--- src/rtl/tx_pattern_gen_pkg.sv ---
// tx_pattern_gen_pkg: command bytes, test pattern and state encoding shared
// by the pattern transmitter and the far-end receiver.
package tx_pattern_gen_pkg;

    localparam logic [7:0] CMD_START = 8'h53;
    localparam logic [7:0] CMD_ABORT = 8'h58;
    localparam logic [7:0] PATTERN   = 8'hAA;

    typedef enum logic [1:0] {
        IDLE,
        PREAMBLE,
        DATA,
        TAIL
    } tx_state_e;

    // Pattern is sent MSB first, so index 0 selects bit 7.
    function automatic logic pattern_bit(input logic [2:0] idx);
        return PATTERN[3'd7 - idx];
    endfunction

endpackage

--- src/rtl/tx_pattern_gen_err_inject.sv ---
// tx_err_inject: counts emitted pattern bits and inverts every ERR_PERIOD-th.
// Only built when TX_ERR_INJECT_EN is defined.
`ifdef TX_ERR_INJECT_EN
module tx_err_inject #(
    parameter int unsigned ERR_PERIOD = 1000
) (
    input  logic clk_i,
    input  logic rst_i,
    input  logic clear_i,
    input  logic adv_i,
    input  logic bit_i,
    output logic bit_o,
    output logic hit_o
);

    localparam logic [31:0] LAST = 32'(ERR_PERIOD - 1);

    logic [31:0] per_q;

    assign hit_o = adv_i && (per_q == LAST);
    assign bit_o = bit_i ^ hit_o;

    always_ff @(posedge clk_i or posedge rst_i) begin
        if (rst_i) begin
            per_q <= '0;
        end else if (clear_i) begin
            per_q <= '0;
        end else if (adv_i) begin
            per_q <= hit_o ? '0 : per_q + 32'd1;
        end
    end

endmodule
`endif

--- src/rtl/tx_pattern_gen.sv ---
// tx_pattern_gen: BER transmitter -- alternating preamble, 8'hAA pattern, low tail.
// Define TX_ERR_INJECT_EN to invert every ERR_PERIOD-th pattern bit.
module tx_pattern_gen
    import tx_pattern_gen_pkg::*;
#(
    parameter int unsigned PREAMBLE_BITS = 32,
    parameter int unsigned MAX_BITS      = 32'h4C4B400,
    parameter int unsigned TAIL_BITS     = 256,
    parameter int unsigned ERR_PERIOD    = 1000
) (
    input  logic        clk_der,
    input  logic        rst,
    input  logic        from_uart_valid,
    input  logic [7:0]  from_uart_data,
    output logic        tx_bit_data,
    output logic        tx_active,
    output logic        tx_done,
    output logic [31:0] tx_bit_count,
    output logic [31:0] err_inj_count
);

    tx_state_e   state_q;
    logic [31:0] cnt_q;
    logic [31:0] bits_q;
    logic [31:0] errs_q;
    logic        bit_q;
    logic        active_q;
    logic        done_q;

    logic is_start;
    logic is_abort;
    logic data_step;
    logic pat_bit;
    logic out_bit;
    logic hit;

    assign is_start = from_uart_valid && (from_uart_data == CMD_START);
    assign is_abort = from_uart_valid && (from_uart_data == CMD_ABORT);
    assign pat_bit  = pattern_bit(bits_q[2:0]);

    // A pattern bit goes out on the last preamble edge and on every DATA
    // edge until the run completes; an abort always wins.
    assign data_step = !is_abort && (
        (state_q == PREAMBLE && cnt_q == PREAMBLE_BITS) ||
        (state_q == DATA && bits_q != MAX_BITS));

`ifdef TX_ERR_INJECT_EN
    tx_err_inject #(
        .ERR_PERIOD(ERR_PERIOD)
    ) u_err_inject (
        .clk_i  (clk_der),
        .rst_i  (rst),
        .clear_i(state_q == IDLE && is_start),
        .adv_i  (data_step),
        .bit_i  (pat_bit),
        .bit_o  (out_bit),
        .hit_o  (hit)
    );
`else
    logic unused_err_period;

    assign unused_err_period = ^32'(ERR_PERIOD);
    assign out_bit = pat_bit;
    assign hit     = 1'b0;
`endif

    always_ff @(posedge clk_der or posedge rst) begin
        if (rst) begin
            state_q  <= IDLE;
            cnt_q    <= '0;
            bits_q   <= '0;
            errs_q   <= '0;
            bit_q    <= 1'b0;
            active_q <= 1'b0;
            done_q   <= 1'b0;
        end else begin
            done_q <= 1'b0;
            unique case (state_q)
                IDLE: begin
                    if (is_start) begin
                        state_q  <= PREAMBLE;
                        cnt_q    <= 32'd1;
                        bits_q   <= '0;
                        errs_q   <= '0;
                        bit_q    <= 1'b1;
                        active_q <= 1'b1;
                    end
                end
                PREAMBLE: begin
                    if (is_abort) begin
                        state_q <= TAIL;
                        cnt_q   <= 32'd1;
                        bit_q   <= 1'b0;
                    end else if (data_step) begin
                        state_q <= DATA;
                        bits_q  <= bits_q + 32'd1;
                        bit_q   <= out_bit;
                        errs_q  <= errs_q + {31'd0, hit};
                    end else begin
                        cnt_q <= cnt_q + 32'd1;
                        bit_q <= ~cnt_q[0];
                    end
                end
                DATA: begin
                    if (data_step) begin
                        bits_q <= bits_q + 32'd1;
                        bit_q  <= out_bit;
                        errs_q <= errs_q + {31'd0, hit};
                    end else begin
                        state_q <= TAIL;
                        cnt_q   <= 32'd1;
                        bit_q   <= 1'b0;
                    end
                end
                TAIL: begin
                    if (cnt_q == TAIL_BITS) begin
                        state_q  <= IDLE;
                        cnt_q    <= '0;
                        active_q <= 1'b0;
                        done_q   <= 1'b1;
                    end else begin
                        cnt_q <= cnt_q + 32'd1;
                    end
                end
                default: begin
                    state_q <= IDLE;
                end
            endcase
        end
    end

    assign tx_bit_data   = bit_q;
    assign tx_active     = active_q;
    assign tx_done       = done_q;
    assign tx_bit_count  = bits_q;
    assign err_inj_count = errs_q;

endmodule

--- config.mk ---
export PLATFORM = sky130hd
export DESIGN_NAME = tx_pattern_gen
export DESIGN_NICKNAME = d
export VERILOG_FILES = /design/src/rtl/tx_pattern_gen_pkg.sv /design/src/rtl/tx_pattern_gen_err_inject.sv /design/src/rtl/tx_pattern_gen.sv
export SDC_FILE = /design/constraint.sdc
export NUM_CORES = 1
export LEC_CHECK = 0
export CORE_MARGIN = 2
export CORE_UTILIZATION = 55
export DETAILED_ROUTE_END_ITERATION = 7
export PLACE_DENSITY = 0.82
export SYNTH_ARGS = -nofsm -noshare
export SYNTH_HDL_FRONTEND = slang
export SYNTH_SLANG_ARGS = --single-unit
--- constraint.sdc ---
create_clock -name clk_der -period 7.7 [get_ports clk_der]
set_clock_uncertainty 0.05 [all_clocks]
set_input_delay 2.31 -clock clk_der [delete_from_list [all_inputs] [get_ports clk_der]]
set_output_delay 2.31 -clock clk_der [all_outputs]
set_load 0.02 [all_outputs]
==> results.cfg, run 1 <==
[floorplan]
fp-row-count = 33
pin_count = 78
chipWidth_um = 95.5
initial_utilization_pct = 56.3
design.die.area_um2 = 9120
core_region_area_um2 = 8180
dieHeight_um = 95.5

[hold_path]
hold_path.class = flop to flop
cell_count_of_the_worst_hold_path = 2
worstHoldEndpoint = tx_bit_data$_DFFE_PP0P_
timing.hold.worst.start = tx_bit_data$_DFFE_PP0P_

[global_routing]
antenna_found_initial = 0
grt_overflow_total = 0
grt_usage_pct = 26.2
grt_first_pass_wirelength_mm = 18.8
grt_pass1_vias = 3789
grt_start_max_net_pins = 70

[yosys]
synthesis.area_per_instance_um2 = 8.85
synthesized_instance_count = 520
postSynth.topFlopCell = dfrtp_1
seq_cells_post_synth = 69
ys_types = 61
yosysTopAreaCellShare_pct = 37.5
synthesis.area_um2 = 4600
yosysSeqAreaShare_pct = 37.5
synth_enable_flop_cells = 0
post_synth_arst_share_pct = 100
post_synth_main_area_contributors = dfrtp_1 (38%), buf_4 (5.2%), nand4_1 (3.8%)
synth_warnings = 0
post-synth-top-area-cell = dfrtp_1

[clock_network]
tritoncts.num_buffers = 9
cts_tree = done
clock_sinks = 69
cts_hold_repair.buffers = 0
clock_latency_ns = 0.35
cts_post_setup_buffers_inserted = 0
clock_edge_transition_at_the_registers_on_the_reported_setup_and_hold_paths_ns = 0.07
postCtsResizedCells = 0
clock_tree.buffer_depth = 2
cts_htree_levels = 3
clock_tree.root_cell = clkbuf_8

[critical_path]
crit_top_cell = o41ai_4
cpLargestDelayFamily = simple AND/OR/NAND/NOR gates
r2r_slack_ns = 4.32
timing.critical_path.buf_inv = 1
cp-end-kind = flop
kind_of_start_point_of_the_critical_path = input pin
timing.rr.start = tx_bit_count[0]$_DFFE_PP0P_
worstPathArrival_ns = 5.22
cell_type_of_the_slowest_stage_on_the_worst_timing_path = nor2_2
worstSetupPathType = input pin to flop
crit_fanout = 27
timing.reg2reg.worst_path_depth = 8
timing.critical_path.slowest_cell_delay_ns = 0.89
timing.critical_path.cells = clkdlybuf4s50_1 > nand4b_2 > o41ai_4 > o41ai_4 > nand2b_4 > nor2_2 > nor3_1
worstReg2RegEnd = cnt_q[31]$_DFFE_PP0P_
worst-endpoint-required_ns = 7.83

[timing]
fmax_ghz = 0.196
timing.final.max_slew_violations = 0
setup_repair_after_global_routing_missed_its_margin = no
fin_crit_ns = 5.10
timing_hold_violations_final = 0
worst-slew-pin-transition_ns = 1.08
max_slew_margin_pct = 28.2
finalSetupViolCount = 0
finalCritPeriodShare_pct = 66.2
setup_total_negative_slack_ns = 0

[route]
first_iter_violations = 336
totalWireLength_mm = 11.4
antenna_left = 0
via_per_inst = 6.34
wire_per_inst_um = 17.3
drt-pass1-iter-count = 5
drcViolationCount = 0
vias = 4205

[power]
sw_frac_of_total_pct = 39.4
max-vdd-ir-drop_v = 0.000235
pleak_uw = 0.00204
pwr-share-seq_pct = 33.9
internal_power_uw = 748
power_per_cell_area_nw_per_um2 = 237
pwr-share-clk_pct = 28.6
comb_power_share_pct = 37.4
power_switching_uw = 487

[placement]
dp_hpwl_mm = 8.07
numPortBuffers = 45
finalWeightedCongestion = 0.965
total_placed_cells_including_tap_cells = 648

[layout]
leading_cell_type_in_the_layout_fill_and_taps_excluded = dfrtp_1
antenna_cells_inserted = 0
nNetsFinal = 573
layout_common_cells = dfrtp_1 (69), clkdlybuf4s50_1 (45), nor2_1 (35)
finalNonFillerCells = 663
drive_gt1_share_pct = 7.53
count_of_filler_cells_inserted_in_the_layout = 697
area_growth_pct = 13.2

[job]
maxCapViolCount = 0

[outcome]
run_status = complete, no violations
## state kept, by name, indices dropped and copies added, names as in the netlist
| register | cells |
|---|---|
| cnt_q | 32 |
| state_q | 2 |
| tx_active | 1 |
| tx_bit_count | 32 |
| tx_bit_data | 1 |
| tx_done | 1 |
## Yosys cell counts (2+ instances only)
master,number
nand2_1,32
o21a_1,5
nand3_1,23
nand4_1,28
buf_2,8
nand2b_1,3
o41ai_4,2
dfrtp_1,69
xor2_1,10
mux2i_1,12
or2_2,2
nor3_1,26
nor2_1,35
or4_1,11
nor4_1,12
inv_1,19
o21ai_0,25
mux2_2,2
and4_1,9
xnor2_1,7
a21oi_1,29
or3_1,19
ha_1,8
a31o_2,2
nor4b_1,7
clkbuf_1,15
nor3b_1,2
buf_4,32
a31oi_1,6
o31ai_1,11
nor3_2,3
and3_1,9
o211ai_1,6
o2111ai_1,4
## logic make-up (layout without fill, tap and decap cells)
group	Yosys count	count (layout)	share of synthesized area [%]
AOI/OAI and AO/OA	100	100	14.8
DFF	69	69	37.5
muxes	15	15	3.42
and+or+nand+nor	235	235	29.7
adders and majority gates	8	8	2.17
buffers and inverters	75	82	9.11
other	1	32	0.0815
xor gates and xnor gates	17	17	3.23
## worst max-delay path by stage
stage                            from                     to  slack [ns]  cells past startpoint
global placement    from_uart_data[2]  cnt_q[21]$_DFFE_PP0P_        2.35                      7
finish              from_uart_data[4]  cnt_q[31]$_DFFE_PP0P_        2.60                      7
global route        from_uart_data[4]  cnt_q[11]$_DFFE_PP0P_        2.27                      7
CTS                 from_uart_data[2]  cnt_q[31]$_DFFE_PP0P_        2.58                      7
detailed placement  from_uart_data[2]  cnt_q[11]$_DFFE_PP0P_        2.22                      7
floorplan           from_uart_data[2]  cnt_q[15]$_DFFE_PP0P_        3.26                      6
## metrics by stage
stage | hold WS [ns] | instance area [um^2] | utilization [%] | worst slack [ns] | total power (uW)
2_1_floorplan | 0.486 | 4720 | - | 3.26 | 793
3_5_place_dp | 0.519 | 4980 | 60.9 | 2.22 | 882
6_report | 0.526 | 5210 | 63.7 | 2.60 | 1230
4_1_cts | 0.528 | 5210 | 63.7 | 2.58 | 1230
3_3_place_gp | 0.503 | 4980 | 60.9 | 2.35 | 868
5_1_grt | 0.557 | 5210 | 63.7 | 2.27 | 1300
## tightest hold or removal path, delay by kind of cell (launching register included)
family	cells	cell delay, ns
flops	1	0.39
simple gates	1	0.10
compound gates	1	0.05
## routing by layer
layer	track usage [%]	routed length, um	up-vias
met2	44.3	5720	182
met1	34.6	4730	2037
li1	-	-	1957
met5	0	0	-
met3	3.16	661	29
met4	9.40	317	0
## power by group through the flow
stage	clock network [uW]	registers, uW	logic [uW]
6_report	354	419	462
5_1_grt	369	423	511
4_1_cts	355	418	461
3_5_place_dp	0	425	457
3_3_place_gp	0	425	444
2_1_floorplan	0	421	373
## final cells by class
cell class	instances	area, um^2	area share, %
clock buffers	10	128	2.45
inverters	19	71.3	1.37
repair buffers	48	473	9.08
well taps	105	131	2.52
multi-input cells	407	2580	49.5
flip-flops and latches	69	1730	33.1
clock inverters	5	100	1.92
(Power assumes the default switching activity.)
==> run 2, diff against run 1 <==
--- a/config.mk
+++ b/config.mk
@@ -6,9 +6,9 @@
 export NUM_CORES = 1
 export LEC_CHECK = 0
 export CORE_MARGIN = 2
-export CORE_UTILIZATION = 55
+export CORE_UTILIZATION = 49
 export DETAILED_ROUTE_END_ITERATION = 7
-export PLACE_DENSITY = 0.82
+export PLACE_DENSITY = 0.78
 export SYNTH_ARGS = -nofsm -noshare
 export SYNTH_HDL_FRONTEND = slang
 export SYNTH_SLANG_ARGS = --single-unit
==> constraint.sdc (replaced) <==
create_clock -name clk_der -period 4.13 [get_ports clk_der]
set_clock_uncertainty 0.05 [all_clocks]
set_input_delay 1.239 -clock clk_der [delete_from_list [all_inputs] [get_ports clk_der]]
set_output_delay 1.239 -clock clk_der [all_outputs]
set_load 0.02 [all_outputs]
==> run 2 against run 1 <==
  * Core utilization shrank 6.8 points
  * Register-to-register slack worse by 3.2 ns
  * Routed wire length rose by 1.4%
  * Non-clock buffer count is 8 higher
  * Critical path type unchanged
  * Count of clock-buffer cells in the layout is 1 higher
  * Total power increased by 81%
  * Largest cell class unchanged
  * Die area increased by 12%
  * Via count increased by 1.6%
==> results.cfg, run 2 (synthesized netlist as in run 1, its figures left out) <==
[route]
antenna_left = 0
via_per_inst = 6.30
drt-pass1-iter-count = 5
vias = 4272
drcViolationCount = 0
totalWireLength_mm = 11.6
wire_per_inst_um = 17.1
first_iter_violations = 235

[critical_path]
timing.critical_path.slowest_cell_delay_ns = 0.56
worst-endpoint-required_ns = 4.36
crit_fanout = 29
cell_type_of_the_slowest_stage_on_the_worst_timing_path = o41ai_4
worstSetupPathType = input pin to flop
cp-end-kind = flop
kind_of_start_point_of_the_critical_path = input pin
timing.reg2reg.worst_path_depth = 8
timing.critical_path.cells = clkdlybuf4s50_1 > or2_4 > o41ai_4 > mux2_4 > o21ai_2 > buf_4 > or4_1 > a21oi_1
worstPathArrival_ns = 3.82

[timing]
finalSetupViolCount = 0
setup_repair_after_global_routing_missed_its_margin = no
fmax_ghz = 0.279
timing_hold_violations_final = 0
finalCritPeriodShare_pct = 86.8
timing.final.max_slew_violations = 0
setup_total_negative_slack_ns = 0
worst-slew-pin-transition_ns = 0.893
fin_crit_ns = 3.59
max_slew_margin_pct = 40.4

[layout]
area_growth_pct = 13.7
drive_gt1_share_pct = 9.17
layout_common_cells = dfrtp_1 (69), clkdlybuf4s50_1 (45), nor2_1 (35)
nNetsFinal = 581
leading_cell_type_in_the_layout_fill_and_taps_excluded = dfrtp_1
stdcell_area_um2 = 5240
antenna_cells_inserted = 0
count_of_filler_cells_inserted_in_the_layout = 797
post-route-util_pct = 56.9

[clock_network]
clock_tree.buffer_depth = 2
clock_sinks = 69
tritoncts.num_buffers = 9
clock_tree.root_cell = clkbuf_8
cts_hold_repair.buffers = 0
cts_htree_levels = 3
clock_edge_transition_at_the_registers_on_the_reported_setup_and_hold_paths_ns = 0.08
cts_tree = done
clock_latency_ns = 0.35
postCtsResizedCells = 0
cts_post_setup_buffers_inserted = 0

[floorplan]
dieHeight_um = 101
initial_utilization_pct = 50.1
chipWidth_um = 101
fp-row-count = 35
pin_count = 78
core_region_area_um2 = 9200
design.die.area_um2 = 10200

[global_routing]
grt_start_max_net_pins = 70
antenna_found_initial = 0
grt_usage_pct = 23.8
grt_first_pass_wirelength_mm = 19.3
grt_overflow_total = 0
grt_pass1_vias = 3912

[power]
pleak_uw = 0.00206
p_total_uw = 2240
power_per_cell_area_nw_per_um2 = 428
max-vdd-ir-drop_v = 0.000392

[placement]
dp_hpwl_mm = 8.18
finalWeightedCongestion = 0.890
place_area_um2 = 5050
numPortBuffers = 45

[hold_path]
hold_path.class = flop to flop
cell_count_of_the_worst_hold_path = 2

[job]
maxCapViolCount = 0

[outcome]
run_status = complete, no violations
run 2: cell count changes in the layout (fill, tap and decap cells not counted), sizes merged:
cell / previous run / this run
inv: 19 / 20
clkbuf: 10 / 11
clkinvlp: 0 / 2
bufinv: 3 / 0
buf: 3 / 11
run 2: per-layer routing:
| layer | global-route usage, % | share of wire (%) | up-vias |
|---|---|---|---|
| met2 | 40.9 | 50 | 193 |
| met1 | 30.0 | 40 | 2090 |
| li1 | - | - | 1967 |
| met4 | 9.56 | 2.4 | 0 |
| met5 | 0 | 0 | - |
| met3 | 3.81 | 7.0 | 22 |
run 2: final cells by class:
cell class	count	area [um^2]	area share, %
clock buffer	11	151	2.89
timing repair buffer	56	533	10.2
tap	111	139	2.65
inverter	19	71.3	1.36
sequential	69	1730	33.0
clock inverter	5	33.8	0.645
multi-input combinational	407	2580	49.3
run 2: stage by stage:
| stage | instances | hold slack (ns) | setup WS (ns) |
|---|---|---|---|
| after floorplan | 551 | 0.486 | 0.758 |
| after global placement | 662 | 0.499 | 0.293 |
| after detailed placement | 662 | 0.525 | 0.203 |
| after CTS | 678 | 0.534 | 0.561 |
| after global routing | 678 | 0.562 | 0.425 |
| final | 678 | 0.536 | 0.543 |
run 2: path summary, 6_finish.rpt:
path / from / end / slack, ns
min in group asynchronous: rst / tx_bit_count[14]$_DFFE_PP0P_ / 1.43
hold / removal: tx_bit_count[31]$_DFFE_PP0P_ / tx_bit_count[31]$_DFFE_PP0P_ / 0.54
setup reg to reg: tx_bit_count[0]$_DFFE_PP0P_ / state_q[0]$_DFFE_PP0P_ / 1.17
max in group asynchronous: rst / cnt_q[25]$_DFFE_PP0P_ / 2.03
setup / recovery: from_uart_data[2] / tx_bit_count[8]$_DFFE_PP0P_ / 0.54
hold reg to reg: tx_bit_count[31]$_DFFE_PP0P_ / tx_bit_count[31]$_DFFE_PP0P_ / 0.54
run 2: power by group:
part,internal (uW),switching (uW)
registers,717,64.8
clock network,251,273
logic,326,607
run 2: worst max-delay path, delay by kind of cell:
family          cells  cell delay, ns
compound gates      3            0.78
buf+inv             2            0.65
mux                 1            0.33
simple gates        2            0.81
==> run 3, diff against run 2 <==
--- a/config.mk
+++ b/config.mk
@@ -7,7 +7,9 @@
 export LEC_CHECK = 0
 export CORE_MARGIN = 2
 export CORE_UTILIZATION = 49
+export CTS_CLUSTER_SIZE = 10
 export DETAILED_ROUTE_END_ITERATION = 7
+export GPL_TIMING_DRIVEN = 1
 export PLACE_DENSITY = 0.78
 export SYNTH_ARGS = -nofsm -noshare
 export SYNTH_HDL_FRONTEND = slang
==> results of run 3 <==
The final DEF is identical to that of run 2; final timing and power are the same.
